[config.mk]
export PLATFORM = sky130hd
export DESIGN_NAME = mul_seq
export DESIGN_NICKNAME = d
export VERILOG_FILES = /design/src/rtl/mul_seq.sv
export SDC_FILE = /design/constraint.sdc
export NUM_CORES = 1
export LEC_CHECK = 0
export ABC_AREA = 1
export CAP_MARGIN = 25
export CORE_ASPECT_RATIO = 0.8
export CORE_MARGIN = 2
export CORE_UTILIZATION = 41
export CTS_BUF_LIST = sky130_fd_sc_hd__clkbuf_4
export CTS_CLUSTER_DIAMETER = 80
export DETAILED_ROUTE_END_ITERATION = 10
export REMOVE_ABC_BUFFERS = 1
export SLEW_MARGIN = 20
export SYNTH_ARGS = -nofsm -noshare
export SYNTH_HDL_FRONTEND = slang
export SYNTH_SLANG_ARGS = --single-unit
[constraint.sdc]
create_clock -name clk -period 5.2 [get_ports clk]
set_input_delay 1.3 -clock clk [delete_from_list [all_inputs] [get_ports clk]]
set_output_delay 1.3 -clock clk [all_outputs]
set_load 0.03 [all_outputs]
[src/rtl/mul_seq.sv]
// rtl/mul_seq.sv - 32x32 sequential shift-add multiplier, 33 cycles per product, 64-bit hi/lo result
module mul_seq (
    input  logic        clk,
    input  logic        rst,
    input  logic        start,
    input  logic        is_signed,
    input  logic [31:0] a,
    input  logic [31:0] b,
    output logic        busy,
    output logic        done,
    output logic [31:0] hi,
    output logic [31:0] lo
);

    typedef enum logic [1:0] {IDLE, RUN, DONE} state_t;

    state_t      state, state_next;
    logic [4:0]  cnt;
    logic [31:0] mcand;
    logic [31:0] acc;
    logic [31:0] mplier;
    logic        neg;

    logic [31:0] a_mag, b_mag;
    logic [32:0] sum;
    logic [63:0] prod;
    logic [63:0] result;

    // Negating 0x80000000 yields 0x80000000, which is the correct unsigned magnitude.
    assign a_mag = (is_signed && a[31]) ? -a : a;
    assign b_mag = (is_signed && b[31]) ? -b : b;

    // The final step's shifted value is the full product, so it is formed here and
    // loaded into hi/lo on the same edge that the last step retires.
    always_comb begin
        sum    = {1'b0, acc} + (mplier[0] ? {1'b0, mcand} : 33'd0);
        prod   = {sum, mplier[31:1]};
        result = neg ? -prod : prod;
    end

    always_ff @(posedge clk) begin
        if (rst) begin
            state <= IDLE;
        end else begin
            state <= state_next;
        end
    end

    always_comb begin
        state_next = state;
        case (state)
            IDLE, DONE: state_next = start ? RUN : IDLE;
            RUN:        if (cnt == 5'd31) state_next = DONE;
            default:    state_next = IDLE;
        endcase
    end

    assign busy = (state == RUN);
    assign done = (state == DONE);

    always_ff @(posedge clk) begin
        if (rst) begin
            cnt    <= 5'd0;
            mcand  <= 32'd0;
            acc    <= 32'd0;
            mplier <= 32'd0;
            neg    <= 1'b0;
            hi     <= 32'd0;
            lo     <= 32'd0;
        end else begin
            case (state)
                IDLE, DONE: begin
                    if (start) begin
                        mcand  <= a_mag;
                        mplier <= b_mag;
                        acc    <= 32'd0;
                        cnt    <= 5'd0;
                        neg    <= is_signed & (a[31] ^ b[31]);
                    end
                end
                RUN: begin
                    acc    <= sum[32:1];
                    mplier <= {sum[0], mplier[31:1]};
                    cnt    <= cnt + 5'd1;
                    if (cnt == 5'd31) begin
                        hi <= result[63:32];
                        lo <= result[31:0];
                    end
                end
                default: ;
            endcase
        end
    end

endmodule

==> reports/results.md, run 1 <==
| Quantity | This run |
|---|---|
| Result of the run | complete, no violations |
| Total setup buffers inserted after CTS | 0 |
| Setup clock skew after layout | 27.2 ps |
| Number of enable flip-flop cells after synthesis | 0 |
| GR Overflow Total | 0 |
| Worst-case register-to-register setup slack | 1510 ps |
| Switching part of the total power | 0.356 |
| Max-slew violation total from the final report | 0 |
| Portion of total power attributed to sequential cells | 0.493 |
| First-pass GRT wire length | 62700 um |
| Number of buffers created by CTS | 17 |
| Endpoint of the most critical register-to-register path | hi[31] |
| Top-count cell post-synth | sky130_fd_sc_hd__nand2_1 |
| Effective utilization at floorplan | 0.417 |
| Number of top-level design ports | 134 |
| Buffer type at the clock tree root | sky130_fd_sc_hd__clkbuf_4 |
| Proportion of power drawn by the clock network | 0.282 |
| Highest clock rate | 0.271 GHz |
| Setup WS pre-CTS | 1360 ps |
| Drt first pass iters | 6 |
| Most used flip-flop cell after synthesis | sky130_fd_sc_hd__dfxtp_1 |
| Clock tree from TritonCTS | built |
| Yosys warns | 0 |
| Routability congestion estimate from global placement | 0.882 |
| Worst skew pair latency | 630 ps |
| Routed wirelength normalized by instance count | 15.4 um |
| Unrepaired setup endpoints after global routing | no |
| Total of max-cap violations | 0 |
| PnR worst setup slack | 1510 ps |
| Layout-stage area growth over the synthesis result | 15.7% |
| DIE AREA | 31300 sq um |
| Final critical delay including setup and external delays | 3690 ps |
| Die height | 159 um |
| Number of core rows | 56 |
| Worst Setup Path Type | flop to flop |
| Internal power of the cells | 1.81 mW |
| Pin count of the biggest net entering global routing | 78 |
| Share of the clock period used by the worst path | 0.709 |
| Bufs on Longest Clock Path | 2 |
| Vias in the first global route | 11.8k |
| FILL cells | 3154 |
| Kind of end point of the critical path | flop |
| Hold buffers post-CTS | 0 |
| Arr. time, crit path | 4220 ps |
| Maximum net fanout on the critical path | 16 |
| Part of the power in combinational logic | 0.225 |
| Number of nets with antenna violations after routing | 0 |
| Static power due to leakage | 7.02 nW |
| Count of endpoints failing setup in the final report | 0 |
| Required time at the endpoint of the critical path | 5730 ps |
| Clk sinks | 168 |
| Post-Route Setup TNS | 0 ps |
| Share of flip-flops with an asynchronous set or reset after synthesis | 0 |
| DRC violation count after routing | 0 |
| Number of nets at the end of the flow | 2265 |
| Die X | 197 um |
| Kind of start point of the critical path | flop |
| Class of the worst hold path | flop to flop |
| Max IR drop VDD | 0.149 mV |
| Largest cells by area after synthesis | sky130_fd_sc_hd__dfxtp_1 (27%), sky130_fd_sc_hd__nand2_1 (21%), sky130_fd_sc_hd__inv_1 (9.3%) |
| Last element of the critical path | hi[31] |
| Clock transition time at the flip-flop clock pins of the worst setup and hold paths | 160 ps |
| Headroom to the max-slew limit | 0.356 |
| Syn Area/Cell | 5.93 sq um |
| Hold Slack | 477 ps |
| Mean number of vias per cell | 5.09 |
| Number of levels the H-tree was split into | 4 |
| Number of distinct library cells after synthesis | 47 |
| Total half-perimeter wirelength after legalization and detailed placement | 30300 um |
| Top cells by count, synth | sky130_fd_sc_hd__nand2_1 (671), sky130_fd_sc_hd__inv_1 (304), sky130_fd_sc_hd__nor2_1 (194) |
| PwrDens | 198 nW/um^2 |
| Reg2reg path depth | 22 |
| Share of layout cells above drive strength 1 | 0.0479 |
| Area share of the largest cell type after synthesis | 0.275 |
| Floorplan Core Area | 29400 sq um |
| Hold Vio Cnt, Final | 0 |
| Sequential-to-total area share from yosys stat | 0.275 |
| Number of DRC markers in iteration 0 | 977 |
| PostCTS Resize Cnt | 0 |
| Origin of the worst setup path | mplier[0] |
| Most area-hungry cell type in the Yosys netlist | sky130_fd_sc_hd__dfxtp_1 |
| Cell area after technology mapping | 12200 sq um |
| Total number of vias | 13.0k |
| Total GRT Usage | 0.255 |
| RR Startpoint | mplier[0] |
| Drt total wl | 39400 um |
| Number of buffers inserted by port buffering | 133 |
| Initial antenna violation count | 1 |
| Gate count of the mapped netlist | 2063 |
| Net switching power | 997 uW |
| Least-Margin Pin Slew | 966 ps |
| Post-synthesis register bit count | 168 |
power by group through the flow:
stage	registers [mW]	clock network (mW)	logic [mW]
finish	1.38	0.790	0.630
global route	1.39	0.861	0.705
CTS	1.38	0.817	0.626
detailed placement	1.41	0	0.623
global placement	1.41	0	0.619
floorplan	1.40	0	0.389
worst max-delay path, stage by stage, from the launching register on:
cell                      delay [ps]
sky130_fd_sc_hd__dfxtp_1         810
sky130_fd_sc_hd__buf_4           270
sky130_fd_sc_hd__nand2_1          60
sky130_fd_sc_hd__inv_1            70
sky130_fd_sc_hd__ha_1            300
sky130_fd_sc_hd__nand2_2         130
sky130_fd_sc_hd__inv_1            50
sky130_fd_sc_hd__nand2_1          60
sky130_fd_sc_hd__nand2_1         100
sky130_fd_sc_hd__a21oi_1         210
sky130_fd_sc_hd__nand2_1         190
sky130_fd_sc_hd__nand2_1         110
sky130_fd_sc_hd__nand2_1          70
sky130_fd_sc_hd__nor2_1          210
sky130_fd_sc_hd__nand2_1          90
sky130_fd_sc_hd__nor2_2          260
sky130_fd_sc_hd__nand3_1         190
sky130_fd_sc_hd__nand2_2         110
sky130_fd_sc_hd__nand2_1          60
sky130_fd_sc_hd__nand2_1          60
sky130_fd_sc_hd__nand3_1          60
sky130_fd_sc_hd__nand2_1          80
sky130_fd_sc_hd__inv_1            30
worst min-delay path by stage:
stage,slack (ps),cells past startpoint,endpoint,from
after global routing,490,2,acc[4],acc[4]
after detailed placement,460,2,acc[0],acc[0]
after global placement,450,1,cnt[3],cnt[3]
final,480,2,acc[0],acc[0]
after floorplan,430,1,cnt[3],cnt[3]
after CTS,480,2,acc[0],acc[0]
sequential cells by signal (all words and copies together) (netlist names):
name,cells
neg,1
mplier,32
state,2
acc,32
hi,32
mcand,32
lo,32
cnt,5
final cells by class:
type	count	area, sq um	share of cell area
clock buffers	18	135	0.00954
flip-flops and latches	168	3360	0.238
clock inverters	14	125	0.00884
repair buffers	149	1470	0.104
diodes	2	5.00	0.000353
multi-input cells	1510	7410	0.524
well taps	377	472	0.0333
inverters	313	1170	0.0830
cell families after synthesis:
kind of cell               synth area share
AOI/OAI and AO/OA                     0.149
xor gates and xnor gates             0.0451
DFF                                   0.275
and+or+nand+nor                       0.371
buffers and inverters                 0.121
adders and majority gates            0.0395
metal layers:
| metal | global-route usage | vias up | share of wire |
|---|---|---|---|
| met5 | 0 | - | 0 |
| met4 | 0.0544 | 0 | 0.012 |
| li1 | - | 6757 | - |
| met1 | 0.379 | 5894 | 0.52 |
| met3 | 0.0366 | 26 | 0.052 |
| met2 | 0.390 | 297 | 0.42 |
metrics by stage:
stage           util  instance area, sq um  std cells  power [mW]
2_1_floorplan      -                 11900       1991        1.79
3_3_place_gp   0.473                 13900       2516        2.03
3_5_place_dp   0.473                 13900       2516        2.03
4_1_cts        0.481                 14100       2548        2.83
5_1_grt        0.482                 14200       2551        2.96
6_report       0.482                 14200       2551        2.80
cells in the final DEF, fill, tap and decap left out, types with 3 or more instances in the layout:
cell type,instances
sky130_fd_sc_hd__xor2_1,47
sky130_fd_sc_hd__o21ai_2,3
sky130_fd_sc_hd__dfxtp_1,168
sky130_fd_sc_hd__o211ai_1,8
sky130_fd_sc_hd__nor2_2,16
sky130_fd_sc_hd__nor3_1,21
sky130_fd_sc_hd__clkdlybuf4s50_1,132
sky130_fd_sc_hd__nor3_2,3
sky130_fd_sc_hd__inv_1,303
sky130_fd_sc_hd__o21ai_0,90
sky130_fd_sc_hd__o21bai_1,3
sky130_fd_sc_hd__nor2_1,192
sky130_fd_sc_hd__a21oi_1,127
sky130_fd_sc_hd__a211oi_1,3
sky130_fd_sc_hd__clkinv_1,4
sky130_fd_sc_hd__o31ai_1,4
sky130_fd_sc_hd__nor4_1,8
sky130_fd_sc_hd__ha_1,37
sky130_fd_sc_hd__nand2_1,671
sky130_fd_sc_hd__clkinv_2,3
sky130_fd_sc_hd__nand3_1,117
sky130_fd_sc_hd__and2_1,3
sky130_fd_sc_hd__xnor2_1,16
sky130_fd_sc_hd__buf_4,14
sky130_fd_sc_hd__nand3b_1,13
sky130_fd_sc_hd__o22ai_1,5
sky130_fd_sc_hd__clkbuf_4,18
sky130_fd_sc_hd__nand4_1,21
sky130_fd_sc_hd__a31oi_1,37
sky130_fd_sc_hd__inv_2,8
sky130_fd_sc_hd__o21a_1,7
sky130_fd_sc_hd__o221ai_1,23
sky130_fd_sc_hd__or2_2,7
sky130_fd_sc_hd__nand2_2,13
Power figures use the tool's default switching activity.
==> run 2, diff against run 1 <==
==> constraint.sdc (replaced) <==
create_clock -name clk -period 3.7 [get_ports clk]
set_input_delay 0.925 -clock clk [delete_from_list [all_inputs] [get_ports clk]]
set_output_delay 0.925 -clock clk [all_outputs]
set_load 0.03 [all_outputs]
==> reports/results.md, run 2 (synthesis results as in run 1) <==
| Quantity | This run | Change |
|---|---|---|
| DIE AREA | 31300 sq um | unchanged |
| Bufs on Longest Clock Path | 2 | unchanged |
| Highest clock rate | 0.301 GHz | +11% |
| Worst path slowest cell | sky130_fd_sc_hd__fa_1 |  |
| Floorplan Core Area | 29400 sq um | unchanged |
| Clk sinks | 168 | unchanged |
| Global routing met2 resource utilization | 0.375 | -0.0155 |
| Number of nets at the end of the flow | 2272 | +0.31% |
| Total number of vias | 13.1k | +0.68% |
| Share of the clock period used by the worst path | 0.898 | +0.189 |
| Cell Count, Final, Fillers Out | 2557 | +0.24% |
| First-pass GRT wire length | 62300 um | -0.62% |
| Routed wirelength normalized by instance count | 15.2 um | -1.2% |
| PwrDens | 275 nW/um^2 | +39% |
| Total setup buffers inserted after CTS | 0 | unchanged |
| Number of core rows | 56 | unchanged |
| Highest cell delay on the worst timing path | 480 ps | -330 ps |
| Share of layout cells above drive strength 1 | 0.0523 | +0.00444 |
| Number of buffers inserted by port buffering | 133 | unchanged |
| Final Power | 3.92 mW | +40% |
| Commonest cells after routing, fill and taps aside | sky130_fd_sc_hd__nand2_1 (671), sky130_fd_sc_hd__inv_1 (303), sky130_fd_sc_hd__nor2_1 (192) |  |
| Number of top-level design ports | 134 | unchanged |
| Arr. time, crit path | 3850 ps | -370 ps |
| Number of DRC markers in iteration 0 | 919 | -5.9% |
| Buffers and inverters on the worst path | 2 | -2 |
| Number of nets with antenna violations after routing | 0 | unchanged |
| Headroom to the max-slew limit | 0.618 | +0.262 |
| Die X | 197 um | unchanged |
| Vias in the first global route | 11.8k | +0.48% |
| GR Overflow Total | 0 | unchanged |
| Die height | 159 um | unchanged |
| Most numerous cell on the critical path | sky130_fd_sc_hd__nand2_1 |  |
| Post-route design area | 14200 sq um | +0.55% |
| Class of the worst hold path | flop to flop |  |
| Unrepaired setup endpoints after global routing | no |  |
| Number of buffers created by CTS | 17 | unchanged |
| Kind of end point of the critical path | flop |  |
| Pin count of the biggest net entering global routing | 81 | +3.8% |
| Hold Vio Cnt, Final | 0 | unchanged |
| Maximum net fanout on the critical path | 14 | -2 |
| Least-Margin Pin Slew | 568 ps | -397 ps |
| Total GRT Usage | 0.253 | -0.00184 |
| Max-slew violation total from the final report | 0 | unchanged |
| Result of the run | complete, no violations |  |
| Buffer type at the clock tree root | sky130_fd_sc_hd__clkbuf_4 |  |
| Mean number of vias per cell | 5.11 | +0.44% |
| Max IR drop VDD | 0.216 mV | +45% |
| Clock tree from TritonCTS | built |  |
| DRC violation count after routing | 0 | unchanged |
| Required time at the endpoint of the critical path | 4230 ps | -1500 ps |
| Worst Setup Path Type | flop to flop |  |
| Setup clock skew after layout | 18.0 ps | -9.16 ps |
| Most common cell after layout, fill and taps aside | sky130_fd_sc_hd__nand2_1 |  |
| Static power due to leakage | 7.06 nW | +0.55% |
| Drt total wl | 39000 um | -0.97% |
| Initial antenna violation count | 1 | unchanged |
| Routability congestion estimate from global placement | 0.928 | +5.3% |
| Final critical delay including setup and external delays | 3320 ps | -366 ps |
| Gate family responsible for the most delay along the worst path | simple AND/OR/NAND/NOR gates |  |
| Layout-stage area growth over the synthesis result | 16.3% |  |
| Count of endpoints failing setup in the final report | 0 | unchanged |
| Kind of start point of the critical path | flop |  |
| Clock transition time at the flip-flop clock pins of the worst setup and hold paths | 140 ps | -20 ps |
| Total half-perimeter wirelength after legalization and detailed placement | 30000 um | -0.78% |
| Number of levels the H-tree was split into | 4 | unchanged |
| Total of max-cap violations | 0 | unchanged |
| Met3 layer usage reported by global route | 0.0390 | +0.00233 |
| Drt first pass iters | 5 | -1 |
| Effective utilization at floorplan | 0.417 | unchanged |
| FILL cells | 3125 | -0.92% |
| Met1 demand-to-capacity share in global routing | 0.382 | +0.00364 |
| Cells after DPL | 2524 | +0.32% |
| Global routing's busiest layer | met1 |  |
| Ordered cell list for the critical path | nand2_1 -> inv_1 -> ha_1 -> fa_1 -> nand3_1 -> nand3_2 -> nand2_1 -> nand2_1 -> nor2_2 -> nand2_1 -> nor2_1 -> nand3_1 -> nor2_1 -> nor2_1 -> nor2_2 -> nand2_1 -> nand2_1 -> nand3_1 -> nand2_1 -> inv_1 |  |
| Worst skew pair latency | 620 ps | about the same |
| Total placed instance area | 14000 sq um | +0.70% |
## run 2: cell types whose count changed in the layout (fill, tap and decap cells not counted), sizes merged
cell	delta
clkinvlp	+3
inv	-2
buf	+7
diode	-1
clkinv	-4
clkbuf	+3
## run 2: power breakdown
part           switching, mW  total (mW)  internal, mW  leakage, nW
combinational          0.571       0.890         0.319         5.56
clock                  0.724        1.09         0.362        0.130
sequential            0.0645        1.94          1.88         1.37
## run 2: worst reg2reg max path: stages (launching register included)
cell and delay (ps):
sky130_fd_sc_hd__dfxtp_2 420, sky130_fd_sc_hd__nand2_1 90, sky130_fd_sc_hd__inv_1 50, sky130_fd_sc_hd__ha_1 230, sky130_fd_sc_hd__fa_1 480, sky130_fd_sc_hd__nand3_1 140
sky130_fd_sc_hd__nand3_2 150, sky130_fd_sc_hd__nand2_1 100, sky130_fd_sc_hd__nand2_1 150, sky130_fd_sc_hd__nor2_2 180, sky130_fd_sc_hd__nand2_1 60, sky130_fd_sc_hd__nor2_1 180
sky130_fd_sc_hd__nand3_1 100, sky130_fd_sc_hd__nor2_1 270, sky130_fd_sc_hd__nor2_1 140, sky130_fd_sc_hd__nor2_2 180, sky130_fd_sc_hd__nand2_1 80, sky130_fd_sc_hd__nand2_1 60
sky130_fd_sc_hd__nand3_1 70, sky130_fd_sc_hd__nand2_1 80, sky130_fd_sc_hd__inv_1 40
## run 2: area by class of cell
class	count	area [sq um]	area share
diodes	1	2.50	0.000176
clock buffers	21	158	0.0111
inverters	313	1170	0.0825
well taps	377	472	0.0331
repair buffers	156	1550	0.109
multi-input cells	1510	7420	0.521
flip-flops and latches	168	3360	0.236
clock inverters	11	98.8	0.00694
## run 2: timing repair
action	in CTS	in global routing
endpoints found under the setup margin	0	11
hold buffers	0	0
resized for setup	0	2
## run 2: path summary, 6_finish.rpt
kind	start	endpoint	slack, ps	cells past startpoint
min reg2reg	cnt[4]	cnt[4]	480	2
max	mplier[0]	hi[25]	380	20
min	cnt[4]	cnt[4]	480	2
max reg2reg	mplier[0]	hi[25]	380	20
## run 2: per-stage QoR
stage	setup WS [ps]	hold slack, ps	util	TNS, ps
detailed placement	232	456	0.476	0
global placement	257	454	0.476	0
CTS	249	478	0.485	0
finish	377	481	0.485	0
floorplan	-3920	434	-	-228320
global route	11.5	489	0.485	0
## run 2: routing by layer
metal,up-vias,share of wire
met5,-,0
met4,0,0.014
met3,31,0.059
met2,366,0.41
met1,5902,0.52
li1,6763,-
